===== src/rtl/out_display_if.sv =====
// OUT-instruction capture bus between the processor and the display block.
interface out_display_if;
    logic        out_en;
    logic [2:0]  outsel;
    logic [15:0] outval1;
    logic [15:0] outval2;
    logic        ready;

    modport master (output out_en, outsel, outval1, outval2, input ready);
    modport slave  (input out_en, outsel, outval1, outval2, output ready);
endinterface


===== src/rtl/out_display.sv =====
// Buffers OUT values in a 4-deep FIFO and shows each on a multiplexed 4-digit hex display.
// Define OUT_DISPLAY_PENDING_DP_EN to light the digit-0 decimal point while entries are pending.
module out_display #(
    parameter int HOLD_CYCLES = 1000000,
    parameter int SCAN_DIV    = 1024
) (
    input  logic           clock,
    input  logic           reset,
    out_display_if.slave   bus,
    output logic [7:0]     seg_n,
    output logic [3:0]     an_n,
    output logic [2:0]     led,
    output logic           ovf
);
    localparam int HW = (HOLD_CYCLES > 1) ? $clog2(HOLD_CYCLES) : 1;
    localparam int SW = (SCAN_DIV > 1) ? $clog2(SCAN_DIV) : 1;

    typedef struct packed {
        logic [2:0]  sel;
        logic [15:0] data;
    } entry_t;

    typedef enum logic [1:0] {IDLE, SHOW, HOLD} state_t;

    entry_t          mem [4];
    entry_t          disp;
    logic [1:0]      wp, rp;
    logic [2:0]      count;
    logic            push, pop, nonempty;
    state_t          state, state_n;
    logic [HW-1:0]   hold_cnt, hold_n;
    logic [SW-1:0]   scan_cnt;
    logic [1:0]      digit;

    assign bus.ready = (count < 3'd4);
    assign push      = bus.out_en & bus.ready;
    assign nonempty  = (count != 3'd0);

    // Storage carries no reset; validity is tracked solely by the pointers and count.
    always_ff @(posedge clock) begin
        if (push)
            mem[wp] <= '{sel: bus.outsel, data: (bus.outsel[0] ? bus.outval2 : bus.outval1)};
    end

    always_ff @(posedge clock or negedge reset) begin
        if (!reset) begin
            wp    <= '0;
            rp    <= '0;
            count <= '0;
            ovf   <= 1'b0;
        end else begin
            if (push) wp <= wp + 2'd1;
            if (pop)  rp <= rp + 2'd1;
            count <= count + 3'(push) - 3'(pop);
            if (bus.out_en && !bus.ready) ovf <= 1'b1;
        end
    end

    always_comb begin
        state_n = state;
        pop     = 1'b0;
        hold_n  = hold_cnt;
        case (state)
            IDLE: begin
                hold_n = '0;
                if (nonempty) begin
                    pop     = 1'b1;
                    state_n = SHOW;
                end
            end
            SHOW: begin
                if (hold_cnt == HW'(HOLD_CYCLES - 1)) begin
                    hold_n = '0;
                    if (nonempty) pop = 1'b1;
                    else          state_n = HOLD;
                end else begin
                    hold_n = hold_cnt + 1'b1;
                end
            end
            HOLD: begin
                hold_n = '0;
                if (nonempty) begin
                    pop     = 1'b1;
                    state_n = SHOW;
                end
            end
            default: state_n = IDLE;
        endcase
    end

    always_ff @(posedge clock or negedge reset) begin
        if (!reset) begin
            state    <= IDLE;
            hold_cnt <= '0;
            disp     <= '0;
        end else begin
            state    <= state_n;
            hold_cnt <= hold_n;
            if (pop) disp <= mem[rp];
        end
    end

    // Digit scan runs continuously so the refresh phase is independent of traffic.
    always_ff @(posedge clock or negedge reset) begin
        if (!reset) begin
            scan_cnt <= '0;
            digit    <= '0;
        end else if (scan_cnt == SW'(SCAN_DIV - 1)) begin
            scan_cnt <= '0;
            digit    <= digit + 2'd1;
        end else begin
            scan_cnt <= scan_cnt + 1'b1;
        end
    end

    function automatic logic [6:0] glyph_n(input logic [3:0] n);
        case (n)
            4'h0: return ~7'h3F;
            4'h1: return ~7'h06;
            4'h2: return ~7'h5B;
            4'h3: return ~7'h4F;
            4'h4: return ~7'h66;
            4'h5: return ~7'h6D;
            4'h6: return ~7'h7D;
            4'h7: return ~7'h07;
            4'h8: return ~7'h7F;
            4'h9: return ~7'h6F;
            4'hA: return ~7'h77;
            4'hB: return ~7'h7C;
            4'hC: return ~7'h39;
            4'hD: return ~7'h5E;
            4'hE: return ~7'h79;
            default: return ~7'h71;
        endcase
    endfunction

    logic       active, dp_n;
    logic [3:0] nib;

    assign active = (state != IDLE);

    always_comb begin
        case (digit)
            2'd0:    nib = disp.data[3:0];
            2'd1:    nib = disp.data[7:4];
            2'd2:    nib = disp.data[11:8];
            default: nib = disp.data[15:12];
        endcase
    end

`ifdef OUT_DISPLAY_PENDING_DP_EN
    assign dp_n = ~(active && (digit == 2'd0) && nonempty);
`else
    assign dp_n = 1'b1;
`endif

    assign seg_n = active ? {dp_n, glyph_n(nib)} : 8'hFF;
    assign an_n  = active ? ~(4'b0001 << digit) : 4'hF;
    assign led   = active ? disp.sel : 3'd0;
endmodule

===== src/flat_wrapper.sv =====
// flat-port wrapper written by rule: the top's interface ports become plain ports
module out_display_flat 
#(
    parameter int HOLD_CYCLES = 1000000,
    parameter int SCAN_DIV    = 1024
)
  (clock, reset, seg_n, an_n, led, ovf, bus_out_en, bus_outsel, bus_outval1, bus_outval2, bus_ready);
  out_display_if bus_i ();
  input  logic clock;
  input  logic reset;
  output logic [7:0] seg_n;
  output logic [3:0] an_n;
  output logic [2:0] led;
  output logic ovf;
  input wire logic [$bits(bus_i.out_en)-1:0] bus_out_en;
  input wire logic [$bits(bus_i.outsel)-1:0] bus_outsel;
  input wire logic [$bits(bus_i.outval1)-1:0] bus_outval1;
  input wire logic [$bits(bus_i.outval2)-1:0] bus_outval2;
  output wire logic [$bits(bus_i.ready)-1:0] bus_ready;
  assign bus_i.out_en = bus_out_en;
  assign bus_i.outsel = bus_outsel;
  assign bus_i.outval1 = bus_outval1;
  assign bus_i.outval2 = bus_outval2;
  assign bus_ready = bus_i.ready;
  out_display #(.HOLD_CYCLES(HOLD_CYCLES), .SCAN_DIV(SCAN_DIV)) u_core (.clock(clock), .reset(reset), .bus(bus_i), .seg_n(seg_n), .an_n(an_n), .led(led), .ovf(ovf));
endmodule

===== config.mk =====
export PLATFORM = sky130hd
export DESIGN_NAME = out_display_flat
export DESIGN_NICKNAME = d
export VERILOG_FILES = /design/src/rtl/out_display_if.sv /design/src/rtl/out_display.sv /design/src/flat_wrapper.sv
export SDC_FILE = /design/constraint.sdc
export NUM_CORES = 1
export LEC_CHECK = 0
export ABC_AREA = 0
export BUFFER_PORTS_ARGS = -buffer_cell sky130_fd_sc_hd__buf_4
export CAP_MARGIN = 20
export CORE_MARGIN = 1.5
export CORE_UTILIZATION = 60
export DETAILED_ROUTE_END_ITERATION = 8
export GPL_TIMING_DRIVEN = 0
export HOLD_SLACK_MARGIN = 0.12
export PLACE_DENSITY_LB_ADDON = 0.25
export SYNTH_ARGS = -nofsm -noshare
export SYNTH_HDL_FRONTEND = slang
export SYNTH_SLANG_ARGS = --single-unit

===== constraint.sdc =====
create_clock -name clock -period 5.2 [get_ports clock]
set_input_delay 0.78 -clock clock [delete_from_list [all_inputs] [get_ports clock]]
set_output_delay 0.78 -clock clock [all_outputs]
set_load 0.02 [all_outputs]

Word level (Yosys, flattened, before mapping)
Memory sizes are Yosys's and may differ from the RTL's. A register that Yosys moved wholly into a read port is not among the register bits.
Index checks and enable logic that the tools add are counted.
{ "totals": {"ff_bits": 42, "out_inout_bits": 17, "in_bits": 38, "ramBits": 76, "n_memories": 2, "word_cells": 57, "mem_bits_ro": 112} }
{ "classes": {"magnitude_cmp": 1, "n_reduce_logical": 10, "addsub": 7, "shifts": 1, "n_eq_ne": 9, "muxes": 17, "bitwise_logic": 2} }
{ "mem_list": {"columns": ["name", "words", "width", "read_ports", "rd_ports_with_merged_regs", "write_ports", "line_no", "rtl"], "rows": [
  ["(no name shown)", 16, 7, 1, 0, 0, "out_display.sv:117", "case (n)"],
  ["u_core.mem", 4, 19, 1, 1, 1, "out_display.sv:25", "entry_t mem [4];"]
]} }
{ "op_table": {"columns": ["operator", "count"], "rows": [
  ["$pmux W20 S2", 1],
  ["$add A20 B1 Y20 const B", 1],
  ["$eq A20 B20 Y1 const B", 1],
  ["$mux W20", 1],
  ["$mux W16", 1],
  ["$pmux W4 S3", 1],
  ["$add A10 B1 Y10 const B", 1],
  ["$eq A10 B10 Y1 const B", 1],
  ["$mux W10", 1],
  ["$mux W7", 1],
  ["$add A2 B1 Y2 const B", 3],
  ["$mux W2", 3],
  ["$eq A2 B1 Y1 const B", 2],
  ["$eq A2 B2 Y1 const B", 2],
  ["$logic_not A2 Y1", 2],
  ["$mux W1", 4],
  ["$mux W4", 1],
  ["$ne A2 B1 Y1 const B", 2],
  ["$not A4 Y4", 1],
  ["$pmux W2 S2", 1],
  ["$reduce_bool A2 Y1", 2],
  ["$shl A1 B2 Y4 const A", 1],
  ["$add A3 B1 Y3", 1],
  ["$lt A3 B3 Y1 const B", 1],
  ["10 further kinds", 11]
]} }

Longest topological paths before layout
{ "logic_depth": {"ltp_word": 5, "mapped_depth": 14, "mapped_depth_nobuf": 13} }

Least setup slack after synthesis
OpenSTA, ideal clock, no wires.
{ "synth_timing": {"path_kind": "register -> output", "start": "register u_core.digit[0]", "end": "output port seg_n[3]", "required_ns": 4.420, "path_buffers": 0, "arrival_ns": 2.090, "setup_slack_ns": 2.330, "stages_incl_launch_ff": 11, "path_cell_list": "dfrtp_1 > inv_1 > ha_1 > a222oi_1 > nand2_1 > o21ai_0 > ha_1 > inv_1 > mux2i_1 > nor3_1 > a31oi_1"} }
{ "synth_via": {"elab_chain_cells": 4, "elab_cells_between_ends": 6, "classes_between": "eq/ne: 2; mux: 2; reduce/logical: 1; memory: 1"} }
{ "synth_rtl": {"columns": ["element", "line_no", "rtl"], "rows": [
  ["start, declared", "out_display.sv:33", "logic [1:0] digit;"],
  ["start signal, assigned", "out_display.sv:110", "digit <= digit + 2'd1;"],
  ["$eq A2 B2 Y1, or another cell as far along", "out_display.sv:143", "case (digit)"],
  ["$pmux W4 S3 *", "out_display.sv:143", null],
  ["$mem_v2 Z16 W7 *", null, null],
  ["$mux W7 *", "out_display.sv:157", "assign seg_n = active ? {dp_n, glyph_n(nib)} : 8'hFF;"],
  ["end, declared", "flat_wrapper.sv:11", "output logic [7:0] seg_n;"]
]} }
Mark *: on every way between the ends. The rest lies on a longest branch, timed or not.

Worst setup path after layout
{ "layout_timing": {"start": "register u_core.digit[0]", "end": "output port seg_n[0]"} }
Same word-level chain as after synthesis.

==> results.yml <==
outcome:
  status: "finished, final reports clean"
synth:
  synth_seq_cells: 137
  yosys_most_used_dff: "edfxtp_1"
  synth.avg_cell_area_sq_um: 13.90
  ys_types: 50
  synth_nets: 505
  ys_warn_count: 0
  syn_area_sq_um: 6228
  netlist_instances: 448
  seq_area_frac_synth: 0.6115
  async_flop_share: 0.4453
  synth_edf_count: 76
die:
  die-area_sq_um: 11000
  initial_core_util: 0.6115
  die_w_um: 104.9
  die_h_um: 104.9
  rows: 37
  pin_count: 55
  coreArea_sq_um: 10180
timing:
  hold_ws_ns: 0.3227
  totalNegativeSetupSlack_ns: 0
  worst_pin_slew_ns: 1.022
  finalCritPeriodShare: 0.7340
  maxSlewViolCount: 0
  rsz0062_at_grt: "false"
  finalWorstPathRequiredPeriod_ns: 3.817
  fin_ws_ns: 1.383
  fmax_ghz: 0.2620
  relSlewSlack: 0.3184
  hold_viol_final: 0
  finalSetupViolCount: 0
  finalClockSkew_ns: 0.004102
finish:
  drive_gt1_frac: 0.2726
  nNetsFinal: 577
  syn_to_final_growth_pct: 19.06
  n_antenna_cell: 0
detailed_routing:
  drt_iter0_markers: 245
  wl_mm: 12.14
  routedWlPerCell_um: 18.17
  drt_pre_antenna_iters: 5
  dr_total_vias: 3869
  vias_per_cell: 5.792
  drc_errors: 0
  ant_nets: 0
clock_network:
  cts_tree: "done"
  postCtsHoldBufs: 0
  cts_max_path_buffers: 2
  cts.sinks: 137
  cts_made_buffers: 17
  cts_resized: 0
  insertion_delay_ns: 0.53
  clkSlewWorstSetupHoldPaths_ns: 0.06
  htreeDepth: 4
  post-cts-setup-buffers: 0
  cts_root_buf: "clkbuf_8"
critical_path:
  worstSetupStartpointType: "register"
  startpoint: "u_core.digit[0]"
  crit_arrival_ns: 3.04
  reg2reg_from: "u_core.hold_cnt[6]"
  crit_fanout: 5
  critPathRequiredTime_ns: 4.42
  path_class: "register to primary output"
  end_kind: "primary output"
global_route:
  grt_pass1_wl_mm: 19.73
  grt_usage: 0.2397
  grt_max_degree: 62
  grt_overflow: 0
  antenna_found_initial: 0
  grt_pass1_vias: 3998
power:
  p_per_area_nw_per_um2: 442.4
  power.leakage_nw: 2.909
  power_mw: 3.281
  peakVddDrop_v: 0.0003294
place:
  portBuffers: 53
  preCtsSetupSlack_ns: 2.009
  gp_congestion: 0.8318
  dp_hpwl_mm: 7.998
worst_hold_path:
  holdCritPathClass: "input port to asynchronous set/reset pin"
run:
  drv_cap: 0
-- final cells by class --
type / count / area [sq um]
fill: 641 / 2769
timing repair buffer: 53 / 397.9
tap: 136 / 170.2
buffer: 20 / 98.84
clock buffer: 17 / 414.1
inverter: 20 / 75.07
sequential: 137 / 3809
clock inverter: 14 / 205.2
multi-input combinational: 271 / 2246
-- critical path: stages, from the launching register on --
cell and delay [ns]:
dfrtp_1 0.40, inv_1 0.11, ha_1 0.27, a222oi_1 0.32, nand2_1 0.10, o21ai_0 0.26, inv_1 0.18, ha_1 0.29
nor2_1 0.11, o2bb2ai_1 0.12, o21ai_0 0.13, buf_4 0.20
-- kinds of logic after synthesis --
logic type / count (synthesis) / synth area share
fa+ha+maj: 19 / 0.03937
simple gates: 121 / 0.1006
compound gates: 50 / 0.05063
flops: 137 / 0.6115
xor+xnor: 22 / 0.03094
mux: 58 / 0.1384
other cells: 1 / 0.0006021
buf+inv: 40 / 0.02792
-- sequential cells by signal (all words and copies together), names as in the netlist --
| name | count |
|---|---|
| u_core.wp | 2 |
| u_core.disp | 19 |
| u_core.digit | 2 |
| u_core.count | 3 |
| u_core.ovf | 1 |
| u_core.mem | 76 |
| u_core.state | 2 |
| u_core.scan_cnt | 10 |
| u_core.rp | 2 |
| u_core.hold_cnt | 20 |
-- path summary, 6_finish.rpt --
check,end,slack [ns],cells after the start
worst max-delay path,seg_n[0],1.38,11
worst min-delay path,u_core.hold_cnt[5],0.32,1
worst max register to register,u_core.count[2],2.27,13
worst min register to register,u_core.ovf,0.46,1
max in group asynchronous,u_core.disp[5],4.37,1
min in group clock,u_core.ovf,0.46,1
-- metrics by stage --
step                      instance area, sq um    util  instances
after floorplan                           6228       -        448
after global placement                    6797  0.6673        637
after detailed placement                  6797  0.6673        637
after CTS                                 7416  0.7281        668
after global routing                      7416  0.7281        668
final                                     7416  0.7281        668
-- routing by layer --
metal	up-vias	wire [um]	track usage
met5	-	0	0
met3	17	593	0.07923
li1	1801	-	-
met1	1936	5083	0.2944
met4	0	201	0.07534
met2	115	6261	0.4029
-- report_power, final --
group          leakage, nW  switching, mW  internal, mW  total (mW)
combinational         1.15          0.323         0.281       0.604
sequential            1.46         0.0932          1.32        1.42
clock                0.300          0.440         0.819        1.26
-- cell usage in the layout, fill, tap and decap left out, types with 8 or more instances in the layout --
cell type / instances
dfrtp_1: 61
edfxtp_1: 76
nor2_1: 22
mux2_2: 35
mux4_2: 19
o21ai_0: 12
buf_4: 54
xnor2_1: 15
nand2_1: 33
and2_1: 8
nand3_1: 16
clkbuf_16: 16
a21oi_1: 15
ha_1: 18
clkbuf_1: 10
inv_1: 20
-- synthesized netlist by cell type (2+ instances only) --
master    count  area [sq um]
o221ai_1      3         26.28
buf_1         3         11.26
nor4bb_1      2         20.02
ha_1         18         225.2
mux2_2       35         394.1
o21ai_0      12         60.06
o211ai_1      4         30.03
and3_1        2         12.51
nor2_1       22         82.58
nor2b_1       6         37.54
a31oi_1       6         37.54
buf_6         2         22.52
mux4_2       19         427.9
dfrtp_1      61          1526
nor4_1        2         12.51
or3_1         6         37.54
a222oi_1      4         40.04
a21oi_1      15         75.07
nand2_1      33         123.9
inv_1        20         75.07
nand2b_1      2         12.51
xor2_1        7         61.31
or4_1         2         15.01
or2_2         2         12.51
nand4_1       4         25.02
mux2i_1       4         40.04
clkbuf_1     10         37.54
edfxtp_1     76          2282
and4_1        3         26.28
nand3_1      16         80.08
nor3_1        4         20.02
and2_1        8         50.05
nor4b_1       2         17.52
xnor2_1      15         131.4
buf_2         3         15.01
Power figures use the tool's default switching activity.
